### config.mk
export PLATFORM = sky130hd
export DESIGN_NAME = pipe_reg_elastic
export DESIGN_NICKNAME = d
export VERILOG_FILES = /design/src/rtl/pipe_reg_elastic.sv
export SDC_FILE = /design/constraint.sdc
export NUM_CORES = 1
export LEC_CHECK = 0
export ABC_AREA = 1
export CAP_MARGIN = 20
export CORE_UTILIZATION = 55
export DETAILED_ROUTE_END_ITERATION = 8
export GPL_TIMING_DRIVEN = 0
export PLACE_DENSITY = 0.95
export SKIP_LAST_GASP = 1
export SLEW_MARGIN = 20
export SYNTH_ARGS = -nofsm -noshare
export SYNTH_HDL_FRONTEND = slang
export SYNTH_SLANG_ARGS = --single-unit
export TNS_END_PERCENT = 100
### constraint.sdc
create_clock -name clk -period 3.9 [get_ports clk]
set_clock_uncertainty 0.05 [all_clocks]
set_input_delay 0.78 -clock clk [delete_from_list [all_inputs] [get_ports clk]]
set_output_delay 0.78 -clock clk [all_outputs]
set_load 0.02 [all_outputs]
### src/rtl/pipe_reg_elastic.sv
// Elastic inter-stage register with a main/skid pair; accepted entries appear one cycle later.
// in_ready comes from the skid state only; back-pressured cycles feed a saturating stall counter.
module pipe_reg_elastic #(
  parameter int DATA_W = 32,
  parameter int DST_W  = 4,
  parameter int CNT_W  = 8
) (
  input  logic              clk,
  input  logic              rst_n,
  input  logic              in_valid,
  output logic              in_ready,
  input  logic              in_regwrite,
  input  logic [DST_W-1:0]  in_dst,
  input  logic [DATA_W-1:0] in_data,
  input  logic              flush,
  output logic              out_valid,
  input  logic              out_ready,
  output logic              out_regwrite,
  output logic [DST_W-1:0]  out_dst,
  output logic [DATA_W-1:0] out_data,
  output logic [CNT_W-1:0]  stall_cnt
);

  typedef struct packed {
    logic              regwrite;
    logic [DST_W-1:0]  dst;
    logic [DATA_W-1:0] data;
  } entry_t;

  logic   main_valid_q, main_valid_d;
  logic   skid_valid_q, skid_valid_d;
  entry_t main_q, main_d;
  entry_t skid_q, skid_d;
  logic [CNT_W-1:0] stall_cnt_q, stall_cnt_d;

  entry_t in_entry;
  logic   accept;
  logic   drain;

  assign in_entry = '{regwrite: in_regwrite, dst: in_dst, data: in_data};
  assign accept   = in_valid & ~skid_valid_q;
  assign drain    = main_valid_q & out_ready;

  always_comb begin
    main_valid_d = main_valid_q;
    skid_valid_d = skid_valid_q;
    main_d       = main_q;
    skid_d       = skid_q;
    if (flush) begin
      // Payloads keep stale data; out_regwrite is gated by valid so they are harmless.
      main_valid_d = 1'b0;
      skid_valid_d = 1'b0;
    end else if (skid_valid_q) begin
      if (drain) begin
        main_d       = skid_q;
        main_valid_d = 1'b1;
        skid_valid_d = 1'b0;
      end
    end else if (!main_valid_q || drain) begin
      main_valid_d = accept;
      if (accept) begin
        main_d = in_entry;
      end
    end else if (accept) begin
      skid_d       = in_entry;
      skid_valid_d = 1'b1;
    end
  end

  always_comb begin
    stall_cnt_d = stall_cnt_q;
    if (main_valid_q && !out_ready && (stall_cnt_q != {CNT_W{1'b1}})) begin
      stall_cnt_d = stall_cnt_q + {{(CNT_W-1){1'b0}}, 1'b1};
    end
  end

  always_ff @(posedge clk or negedge rst_n) begin
    if (!rst_n) begin
      main_valid_q <= 1'b0;
      skid_valid_q <= 1'b0;
      main_q       <= '0;
      skid_q       <= '0;
      stall_cnt_q  <= '0;
    end else begin
      main_valid_q <= main_valid_d;
      skid_valid_q <= skid_valid_d;
      main_q       <= main_d;
      skid_q       <= skid_d;
      stall_cnt_q  <= stall_cnt_d;
    end
  end

  assign in_ready     = ~skid_valid_q;
  assign out_valid    = main_valid_q;
  assign out_regwrite = main_q.regwrite & main_valid_q;
  assign out_dst      = main_q.dst;
  assign out_data     = main_q.data;
  assign stall_cnt    = stall_cnt_q;

endmodule

==> metrics.md <==
| Metric | Value |
|---|---|
| F_max | 374 MHz |
| Number of buffers created by CTS | 9 |
| Run status | completed |
| Largest driver fanout on the critical path | 10 |
| Reg2Reg Setup Slack | 2410 ps |
| Post-synthesis async set-or-reset flop share | 1.00 |
| Power Dens Cells | 498 mW/mm^2 |
| Layout area overhead | 30.2% |
| Root buffer cell | sky130_fd_sc_hd__clkbuf_8 |
| 1st-pass router iterations | 5 |
| Leakage component of the power | 2.69 nW |
| CTS Buffer Depth | 2 |
| Count of antenna-violating nets left after detailed routing | 0 |
| Setup WS post-layout | 1230 ps |
| Worst hold margin | 304 ps |
| Slew HR | 0.717 |
| Number of synthesized flops with an enable pin | 0 |
| Worst setup SP type | register |
| Total of hold buffers inserted after clock tree synthesis | 0 |
| VDD IR-drop max | 282 uV |
| Post-synthesis average cell area | 8.77 sq um |
| Global-route wire length before repair | 14.7 mm |
| Type of the worst setup path | register to primary output |
| Worst hold-check path type | input pin to asynchronous set/reset pin |
| Commonest cells in the netlist | sky130_fd_sc_hd__nand2_1, sky130_fd_sc_hd__dfrtp_1, sky130_fd_sc_hd__o21ai_0 |
| Sw frac | 0.306 |
| Chip width | 88.9 um |
| Worst EP arrival | 1840 ps |
| Routed vias/inst | 5.03 |
| HPWL Detailed | 6.59 mm |
| Count of nets after finishing | 617 |
| Most instantiated flip-flop cell in the synthesis netlist | sky130_fd_sc_hd__dfrtp_1 |
| GRT Overall Usage | 0.248 |
| Top-area cell type share of the netlist area | 0.506 |
| Number of placement rows | 31 |
| Height of the die | 88.9 um |
| Count of different cell masters after synthesis | 21 |
| Internal cell power | 1.87 mW |
| Initial antenna violation count | 0 |
| Most frequently used cell type in the post-synthesis netlist | sky130_fd_sc_hd__nand2_1 |
| Summed instance area of the synthesized netlist | 0.00416 sq mm |
| Final count of pins violating max slew | 0 |
| Overflow left after global routing | 0 |
| PortBufs | 88 |
| I/O Pins | 89 |
| DRC marker count from the first detailed-route iteration | 137 |
| Time the worst path needs with I/O delays and setup | 2670 ps |
| Number of hold violations in the final report | 0 |
| Gate Count Post-Synth | 474 |
| Maxcap violations | 0 |
| Cell taking the most area after synthesis | sky130_fd_sc_hd__dfrtp_1 |
| Cts repair resizes | 0 |
| Worst-Skew Late Latency | 340 ps |
| Sequential share of the synthesized area | 0.506 |
| Via count of the first global-routing pass | 3276 |
| Setup violation total in the final timing report | 0 |
| Critical path capture point type | primary output |
| CTS H-Tree Depth | 3 |
| Inserted Diodes | 0 |
| TritonCTS clock tree | yes |
| Total wire length | 8.99 mm |
| CTS clock-pin slew for the worst setup and hold paths | 80 ps |
| Largest net degree at the start of global routing | 57 |
| Top cells by area in the synthesized netlist | sky130_fd_sc_hd__dfrtp_1, sky130_fd_sc_hd__nand2_1, sky130_fd_sc_hd__o21ai_2, sky130_fd_sc_hd__buf_4, sky130_fd_sc_hd__o21ai_0 |
| Clock Sinks | 84 |
| Placement-stage worst setup slack | 1590 ps |
| Power spent charging and discharging nets | 0.824 mW |
| Fraction of layout instances using a drive strength above 1 | 0.211 |
| Core area | 0.00729 sq mm |
| Slew at the pin closest to its max-slew limit | 425 ps |
| Drt wl/cell | 13.3 um |
| Post-synthesis register bit count | 84 |
| Final clock period utilization by the worst path | 0.685 |
| Clock network fraction of total power | 0.256 |
| Routability congestion estimate from global placement | 0.828 |
| Total die area | 0.00791 sq mm |
| Initial standard-cell utilization of the core | 0.570 |
| Combinational Power Share | 0.303 |
| Share of power burned in registers | 0.441 |
| Data required time of the worst path | 3070 ps |
| Setup fix buffers added after clock tree synthesis | 0 |
| Warnings from Yosys | 0 |
| Unrepaired setup endpoints after global routing | no |
| Number of vias in the routed layout | 3407 |
| Number of fillers in the final layout | 524 |
| Synthesized net count | 517 |
| DRC Markers | 0 |
[layout by cell type (no fill, tap or decap), types with 2 or more instances in the layout]
cell type	instances
sky130_fd_sc_hd__nor2_1	5
sky130_fd_sc_hd__o21ai_1	27
sky130_fd_sc_hd__clkinvlp_4	3
sky130_fd_sc_hd__buf_6	12
sky130_fd_sc_hd__nand2_2	4
sky130_fd_sc_hd__bufinv_16	2
sky130_fd_sc_hd__inv_2	2
sky130_fd_sc_hd__clkbuf_1	4
sky130_fd_sc_hd__clkbuf_8	10
sky130_fd_sc_hd__clkdlybuf4s50_1	87
sky130_fd_sc_hd__nand2_1	141
sky130_fd_sc_hd__nand3_1	5
sky130_fd_sc_hd__inv_1	47
sky130_fd_sc_hd__xnor2_1	2
sky130_fd_sc_hd__o21ai_0	51
sky130_fd_sc_hd__nor2_2	2
sky130_fd_sc_hd__o21ai_2	38
sky130_fd_sc_hd__buf_2	7
sky130_fd_sc_hd__dfrtp_1	84
sky130_fd_sc_hd__buf_4	37
sky130_fd_sc_hd__nand4_1	3
[worst paths after layout]
kind / from / to / depth (start not counted)
hold / removal: rst_n / stall_cnt[6] / 1
setup reg to reg: skid_valid_q / out_data[20] / 5
max in group asynchronous: rst_n / out_data[5] / 2
setup / recovery: skid_valid_q / in_ready / 4
hold reg to reg: skid_q[26] / skid_q[26] / 2
min in group clk: skid_q[26] / skid_q[26] / 2
[cell type report]
class	count	area, sq um	area share
multi-input cells	280	1390	0.257
plain buffers	60	470	0.0870
clock buffers	10	138	0.0254
well taps	99	124	0.0229
flip-flops and latches	84	2100	0.389
inverters	50	190	0.0352
repair buffers	89	906	0.167
clock inverters	6	87.6	0.0162
[state kept, by name, indices dropped and copies added (netlist names)]
signal        count
main_q            1
skid_q           37
out_data         32
out_dst           4
skid_valid_q      1
out_valid         1
stall_cnt         8
[layer usage]
metal,global-route usage,wire (um),share of wire
met1,0.306,3690,0.41
met2,0.429,4640,0.52
met3,0.0388,484,0.054
met4,0.114,176,0.020
met5,0,0,0
[stage by stage]
stage	instance area [sq um]	setup TNS [ps]	util	power [mW]	instances
after CTS	5410	0	0.742	2.70	678
after global placement	5160	-64190	0.708	1.97	661
final	5410	0	0.742	2.69	678
after floorplan	4160	0	-	1.69	474
after global routing	5410	0	0.742	2.84	678
after detailed placement	5180	0	0.711	2.02	662
[kinds of logic (layout without fill, tap and decap cells)]
| group | count (synthesis) | after routing | synth area share |
|---|---|---|---|
| buffers and inverters | 110 | 215 | 0.159 |
| adders and majority gates | 1 | 1 | 0.00301 |
| AOI/OAI and AO/OA | 116 | 116 | 0.174 |
| DFF | 84 | 84 | 0.506 |
| and+or+nand+nor | 161 | 161 | 0.154 |
| xor gates and xnor gates | 2 | 2 | 0.00422 |
[power by group through the flow]
| stage | Sequential (mW) | Combinational [mW] | Clock [mW] |
|---|---|---|---|
| 6_report | 1.19 | 0.815 | 0.690 |
| 5_1_grt | 1.21 | 0.894 | 0.734 |
| 4_1_cts | 1.18 | 0.824 | 0.695 |
| 3_5_place_dp | 1.20 | 0.821 | 0 |
| 3_3_place_gp | 1.19 | 0.783 | 0 |
| 2_1_floorplan | 1.19 | 0.499 | 0 |
[critical path, stage by stage (launching register included)]
cell and delay, ps:
sky130_fd_sc_hd__dfrtp_1 400, sky130_fd_sc_hd__inv_2 120, sky130_fd_sc_hd__buf_6 150, sky130_fd_sc_hd__buf_2 210, sky130_fd_sc_hd__clkdlybuf4s50_1 630
Power figures use the tool's default switching activity.
